--- config.mk ---
export PLATFORM = sky130hd
export DESIGN_NAME = if_xfer_sched
export DESIGN_NICKNAME = d
export VERILOG_FILES = /design/src/rtl/if_sched_pkg.sv /design/src/rtl/gbf_occ_check.sv /design/src/rtl/if_xfer_sched.sv
export SDC_FILE = /design/constraint.sdc
export NUM_CORES = 1
export LEC_CHECK = 0
export CORE_MARGIN = 2
export CORE_UTILIZATION = 30
export DETAILED_ROUTE_END_ITERATION = 12
export SYNTH_ARGS = -nofsm -noshare
export SYNTH_HDL_FRONTEND = slang
export SYNTH_SLANG_ARGS = --single-unit
--- constraint.sdc ---
create_clock -name clk -period 3.5 [get_ports clk]
set_input_delay 0.7 -clock clk [delete_from_list [all_inputs] [get_ports clk]]
set_output_delay 0.7 -clock clk [all_outputs]
set_load 0.05 [all_outputs]
--- src/rtl/if_sched_pkg.sv ---
// Shared interface target codes, scheduler state encoding and GBF buffer indices
// for the off-chip interface transfer scheduler.
package if_sched_pkg;

  localparam logic [3:0] CODE_CFG    = 4'd0;
  localparam logic [3:0] CODE_FLGWEI = 4'd8;
  localparam logic [3:0] CODE_WEI    = 4'd6;
  localparam logic [3:0] CODE_FLGACT = 4'd4;
  localparam logic [3:0] CODE_ACT    = 4'd2;
  localparam logic [3:0] CODE_FLGOFM = 4'd10;
  localparam logic [3:0] CODE_OFM    = 4'd11;

  typedef enum logic [1:0] {
    IDLE      = 2'd0,
    ISSUE     = 2'd1,
    WAIT_ACK  = 2'd2,
    WAIT_DONE = 2'd3
  } state_t;

  localparam int BUF_FLGWEI = 0;
  localparam int BUF_WEI    = 1;
  localparam int BUF_FLGACT = 2;
  localparam int BUF_ACT    = 3;
  localparam int BUF_FLGOFM = 4;
  localparam int BUF_OFM    = 5;
  localparam int NUM_BUF    = 6;

  // Round-robin slot (0..3) to the target code of that fill buffer.
  function automatic logic [3:0] fill_code(input logic [1:0] idx);
    case (idx)
      2'd0:    fill_code = CODE_FLGWEI;
      2'd1:    fill_code = CODE_WEI;
      2'd2:    fill_code = CODE_FLGACT;
      default: fill_code = CODE_ACT;
    endcase
  endfunction

endpackage

--- src/rtl/gbf_occ_check.sv ---
// Occupancy / free-space threshold test for one global buffer; equal pointers mean empty,
// so a fill buffer can hold at most 2^ADDR_W - 1 words.
module gbf_occ_check #(
  parameter int ADDR_W = 10
) (
  input  logic [ADDR_W-1:0] addr_wr,
  input  logic [ADDR_W-1:0] addr_rd,
  input  logic              mode,
  input  logic [ADDR_W:0]   threshold,
  input  logic              mask,
  output logic              elig
);

  logic [ADDR_W-1:0] occ;
  logic [ADDR_W-1:0] free;

  assign occ  = addr_wr - addr_rd;
  // 2^ADDR_W - 1 - occ is exactly the bitwise complement at ADDR_W bits.
  assign free = ~occ;

  assign elig = !mask && (mode ? ({1'b0, free} >= threshold)
                               : ({1'b0, occ}  >= threshold));

endmodule

--- src/rtl/if_xfer_sched.sv ---
// Chooses which GBF the shared SPI/async-FIFO path serves next (config, drains, then
// round-robin fills) and issues one request per burst to the interface.
module if_xfer_sched
  import if_sched_pkg::*;
#(
  parameter int ADDR_W    = 10,
  parameter int IN_BURST  = 64,
  parameter int OUT_BURST = 64,
  parameter int ACK_TO    = 15
) (
  input  logic              clk,
  input  logic              Reset,
  input  logic              Reset_WEI,
  input  logic              Reset_ACT,
  input  logic              Reset_OFM,
  input  logic              CFG_Req,
  input  logic              IF_Rdy,
  input  logic [ADDR_W-1:0] GBFFLGWEI_AddrWr,
  input  logic [ADDR_W-1:0] GBFWEI_AddrWr,
  input  logic [ADDR_W-1:0] GBFFLGACT_AddrWr,
  input  logic [ADDR_W-1:0] GBFACT_AddrWr,
  input  logic [ADDR_W-1:0] GBFFLGOFM_AddrWr,
  input  logic [ADDR_W-1:0] GBFOFM_AddrWr,
  input  logic [ADDR_W-1:0] GBFFLGWEI_AddrRd,
  input  logic [ADDR_W-1:0] GBFWEI_AddrRd,
  input  logic [ADDR_W-1:0] GBFFLGACT_AddrRd,
  input  logic [ADDR_W-1:0] GBFACT_AddrRd,
  input  logic [ADDR_W-1:0] GBFFLGOFM_AddrRd,
  input  logic [ADDR_W-1:0] GBFOFM_AddrRd,
  output logic              IF_Req,
  output logic [3:0]        IF_Cfg,
  output logic              IF_RdWr,
  output logic              Busy
);

  localparam int CNT_W = $clog2(ACK_TO + 1);
  localparam logic [ADDR_W:0] IN_THR  = (ADDR_W+1)'(IN_BURST);
  localparam logic [ADDR_W:0] OUT_THR = (ADDR_W+1)'(OUT_BURST);

  logic [ADDR_W-1:0] wr_ptr [NUM_BUF];
  logic [ADDR_W-1:0] rd_ptr [NUM_BUF];
  logic [5:0]        mask;
  logic [5:0]        elig_now;
  logic [5:0]        elig;
  logic [3:0]        fill_elig;

  state_t            state, state_next;
  logic [1:0]        rr, rr_idx;
  logic              rr_hit;
  logic              cfg_pend;
  logic [CNT_W-1:0]  ack_cnt, ack_cnt_next;
  logic              grant, grant_cfg, grant_fill, grant_rdwr;
  logic [3:0]        grant_code;

  assign wr_ptr[BUF_FLGWEI] = GBFFLGWEI_AddrWr;
  assign wr_ptr[BUF_WEI]    = GBFWEI_AddrWr;
  assign wr_ptr[BUF_FLGACT] = GBFFLGACT_AddrWr;
  assign wr_ptr[BUF_ACT]    = GBFACT_AddrWr;
  assign wr_ptr[BUF_FLGOFM] = GBFFLGOFM_AddrWr;
  assign wr_ptr[BUF_OFM]    = GBFOFM_AddrWr;
  assign rd_ptr[BUF_FLGWEI] = GBFFLGWEI_AddrRd;
  assign rd_ptr[BUF_WEI]    = GBFWEI_AddrRd;
  assign rd_ptr[BUF_FLGACT] = GBFFLGACT_AddrRd;
  assign rd_ptr[BUF_ACT]    = GBFACT_AddrRd;
  assign rd_ptr[BUF_FLGOFM] = GBFFLGOFM_AddrRd;
  assign rd_ptr[BUF_OFM]    = GBFOFM_AddrRd;

  // Each pointer-clear strobe covers a flag/data buffer pair.
  assign mask = {Reset_OFM, Reset_OFM, Reset_ACT, Reset_ACT, Reset_WEI, Reset_WEI};

  for (genvar i = 0; i < NUM_BUF; i++) begin : g_occ
    gbf_occ_check #(.ADDR_W(ADDR_W)) u_chk (
      .addr_wr   (wr_ptr[i]),
      .addr_rd   (rd_ptr[i]),
      .mode      ((i < BUF_FLGOFM) ? 1'b1 : 1'b0),
      .threshold ((i < BUF_FLGOFM) ? IN_THR : OUT_THR),
      .mask      (mask[i]),
      .elig      (elig_now[i])
    );
  end

  assign fill_elig = elig[3:0];

  always_comb begin
    rr_hit = 1'b0;
    rr_idx = rr;
    for (int k = 0; k < 4; k++) begin
      if (!rr_hit && fill_elig[rr + 2'(k)]) begin
        rr_hit = 1'b1;
        rr_idx = rr + 2'(k);
      end
    end
  end

  always_comb begin
    state_next   = state;
    ack_cnt_next = ack_cnt;
    grant        = 1'b0;
    grant_cfg    = 1'b0;
    grant_fill   = 1'b0;
    grant_code   = CODE_CFG;
    grant_rdwr   = 1'b1;
    case (state)
      IDLE: begin
        if (IF_Rdy && (cfg_pend || (|elig))) begin
          grant        = 1'b1;
          state_next   = ISSUE;
          ack_cnt_next = '0;
          if (cfg_pend) begin
            grant_cfg = 1'b1;
          end else if (elig[BUF_FLGOFM]) begin
            grant_code = CODE_FLGOFM;
            grant_rdwr = 1'b0;
          end else if (elig[BUF_OFM]) begin
            grant_code = CODE_OFM;
            grant_rdwr = 1'b0;
          end else begin
            grant_fill = 1'b1;
            grant_code = fill_code(rr_idx);
          end
        end
      end
      ISSUE: state_next = WAIT_ACK;
      WAIT_ACK: begin
        // A silent interface is treated as having completed the burst.
        if (!IF_Rdy)                               state_next = WAIT_DONE;
        else if (ack_cnt == CNT_W'(ACK_TO - 1))    state_next = IDLE;
        else                                       ack_cnt_next = ack_cnt + CNT_W'(1);
      end
      WAIT_DONE: if (IF_Rdy) state_next = IDLE;
      default:   state_next = IDLE;
    endcase
  end

  always_ff @(posedge clk) begin
    if (Reset) begin
      state    <= IDLE;
      rr       <= 2'd0;
      cfg_pend <= 1'b0;
      elig     <= '0;
      ack_cnt  <= '0;
      IF_Cfg   <= CODE_CFG;
      IF_RdWr  <= 1'b1;
    end else begin
      state    <= state_next;
      ack_cnt  <= ack_cnt_next;
      elig     <= elig_now;
      cfg_pend <= CFG_Req | (cfg_pend & ~grant_cfg);
      if (grant) begin
        IF_Cfg  <= grant_code;
        IF_RdWr <= grant_rdwr;
      end
      if (grant_fill) rr <= rr_idx + 2'd1;
    end
  end

  assign IF_Req = (state == ISSUE);
  assign Busy   = (state != IDLE);

endmodule
==> out/metrics.yaml <==
wl_per_cell_um: 11.1
critPathMaxFanout: 4
synth_cells: 391
startpoint_type: "input pin"
cts-htree-levels: 1
slew_viol_final: 0
slew_headroom: 0.576
num_vias: 3060
place_area_um2: 4520
regArea_um2: 400
multi_input_area_um2: 2370
post_drt_via_cell_ratio: 4.64
place_ws_ps: 605
grt_pass1_vias: 3047
p_clk_frac: 0.170
worst-endpoint-required_ps: 3640
synth-edff-count: 0
highest_layer: "met4"
drive_gt1_frac: 0.0398
timing.rr.start: "elig[0]$_SDFF_PP0_"
postCtsSetupBuffers: 0
place_congestion: 0.750
leakage_uw: 0.00207
period_share: 0.753
worstPathArrival_ps: 2780
grt_max_degree: 17
worst_hold_path.num_cells: 2
clk_latency_ps: 250
sw_frac_of_total: 0.346
vdd_drop_max_mv: 0.161
synth.most_common_cell: "inv_1"
hold_buffers: 0
syn-mean-instance-area_um2: 7.74
antenna_found_initial: 0
grt_overflow: 0
dieHeight_um: 104
ys.flop_type: "dfxtp_1"
timing.fmax_mhz: 380
fin_area_um2: 4570
hp-start: "IF_Cfg[2]$_SDFFE_PP0P_"
routed_wl_mm: 7.30
synth_cell_types: 55
fin_setup_tns_ps: 0
seq_power_share: 0.263
hold_class: "register to register"
rsz0062_at_grt: "no"
synth_commonest_cells: "inv_1 (68), ha_1 (57), nor2_1 (39), a21oi_1 (25), dfxtp_1 (20)"
yosys_warnings: 0
holdPathEnd: "IF_Cfg[2]$_SDFFE_PP0P_"
coreArea_um2: 9770
clock_skew_ps: 2.66
cts-root-buf: "clkbuf_8"
finalPower_uw: 1000
initial_core_util: 0.310
syn_area_um2: 3030
drtIter0Drc: 67
setup_ws_ps: 865
cts.sinks: 20
clk_path_buf_depth: 2
mappedNetlistNets: 581
synthArstFlopShare: 0
io_pins: 134
rrSetupSlack_ps: 1870
final-hold-violation-count: 0
rows: 36
hold_ws_ps: 461
p_per_area_nw_per_um2: 219
status: "complete, no violations"
cts_tree: "built"
max_cap_viol_count: 0
critPathCaptureType: "register"
setup_viol: 0
clk_pin_slew_ps: 70
wl_met3_um: 311
m1WireLength_mm: 3.19
chipWidth_um: 104
yosysTopAreaCell: "ha_1"
synthTopCellsByArea: "ha_1 (24%), dfxtp_1 (13%), inv_1 (8.4%), nor2_1 (4.8%), xnor2_1 (4.3%)"
grt_usage: 0.135
cts-buffers-inserted: 3
syn_to_final_growth_pct: 51.2
cts_resized: 0
synth_top_area_share: 0.236
nets: 718
worst_pin_slew_ps: 634
dieArea_um2: 10900
routed-wl-met2_mm: 3.75
grt_pass1_wl_mm: 12.8
yosys_register_bits: 20
p_comb_frac: 0.567
dr.pass1.iters: 4
p_sw_uw: 346
ant_nets: 0
rr_endpoint: "IF_Cfg[3]$_SDFFE_PP0P_"
r2r_cells: 8
internal-power_uw: 655
hpwl_mm: 6.47
antenna_cells: 0
synth_seq_area_share: 0.132
period_needed_ps: 2630
remaining_drc_errors: 0
critical_path_class: "input pin to register"
num-fill-cells: 1011
io_buffers: 133
==> metrics by stage <==
stage,util,cells
6_report,0.468,660
2_1_floorplan,-,391
3_5_place_dp,0.462,656
5_1_grt,0.468,660
4_1_cts,0.468,660
3_3_place_gp,0.462,656
==> per-layer routing <==
| layer | vias up | global-route usage |
|---|---|---|
| met2 | 60 | 0.262 |
| met3 | 6 | 0.0282 |
| met4 | 0 | 0.0125 |
| li1 | 1631 | - |
| met1 | 1363 | 0.155 |
| met5 | - | 0 |
==> cell families (layout without fill, tap and decap cells) <==
| logic type | count (synthesis) | in the layout | synth area share |
|---|---|---|---|
| xor gates and xnor gates | 22 | 22 | 0.0637 |
| and+or+nand+nor | 116 | 116 | 0.201 |
| adders and majority gates | 63 | 63 | 0.275 |
| AOI/OAI and AO/OA | 97 | 97 | 0.228 |
| muxes | 4 | 4 | 0.0132 |
| buffers and inverters | 69 | 205 | 0.0856 |
| DFF | 20 | 20 | 0.132 |
==> worst max-delay path, stage by stage <==
cell and delay [ps]:
clkdlybuf4s50_1 460, ha_1 150, inv_1 50, fa_1 370
a21oi_2 160, o211ai_2 120, or3_1 310, a21oi_1 140
o21ai_1 80, o31a_1 230
==> power groups by stage <==
| stage | registers, µW | clock network (µW) | logic (µW) |
|---|---|---|---|
| after CTS | 264 | 179 | 573 |
| after global routing | 268 | 186 | 638 |
| after detailed placement | 269 | 0 | 569 |
| after floorplan | 282 | 0 | 327 |
| after global placement | 269 | 0 | 557 |
| final | 264 | 171 | 568 |
==> how the worst max path moves through the flow <==
| stage | from | endpoint | slack (ps) | cells past startpoint |
|---|---|---|---|---|
| finish | GBFFLGOFM_AddrRd[0] | elig[4]$_SDFF_PP0_ | 870 | 10 |
| global route | GBFFLGOFM_AddrWr[0] | elig[4]$_SDFF_PP0_ | 660 | 11 |
| CTS | GBFFLGOFM_AddrRd[0] | elig[4]$_SDFF_PP0_ | 860 | 10 |
| detailed placement | GBFFLGOFM_AddrRd[0] | elig[4]$_SDFF_PP0_ | 600 | 10 |
| global placement | GBFFLGOFM_AddrRd[0] | elig[4]$_SDFF_PP0_ | 610 | 10 |
| floorplan | GBFFLGOFM_AddrWr[0] | elig[4]$_SDFF_PP0_ | 1110 | 10 |
==> sequential cells by signal, indices dropped and copies added (netlist names) <==
| register | cells |
|---|---|
| state | 2 |
| ack_cnt | 4 |
| cfg_pend | 1 |
| rr | 2 |
| elig | 6 |
| IF_RdWr | 1 |
| IF_Cfg | 4 |
==> layout by cell type, fill, tap and decap left out, types with 6 or more instances in the layout <==
| master | synthesis | final |
|---|---|---|
| nor2_1 | 39 | 39 |
| inv_1 | 68 | 68 |
| nand2_1 | 13 | 13 |
| a21oi_1 | 25 | 25 |
| o21ai_0 | 13 | 13 |
| nand2b_1 | 6 | 6 |
| clkdlybuf4s50_1 | 0 | 133 |
| fa_1 | 6 | 6 |
| dfxtp_1 | 20 | 20 |
| xor2_1 | 7 | 7 |
| nor2b_1 | 8 | 8 |
| xnor2_1 | 15 | 15 |
| ha_1 | 57 | 57 |
| nor3_1 | 15 | 15 |
| nand3_1 | 8 | 8 |
==> area by class of cell <==
cell class | instances | share of cell area
clock buffer | 4 | 0.0120
inverter | 68 | 0.0558
multi-input combinational | 302 | 0.517
sequential | 20 | 0.0875
tap | 133 | 0.0364
timing repair buffer | 133 | 0.291
No activity file was read; power rests on OpenSTA's default activity.
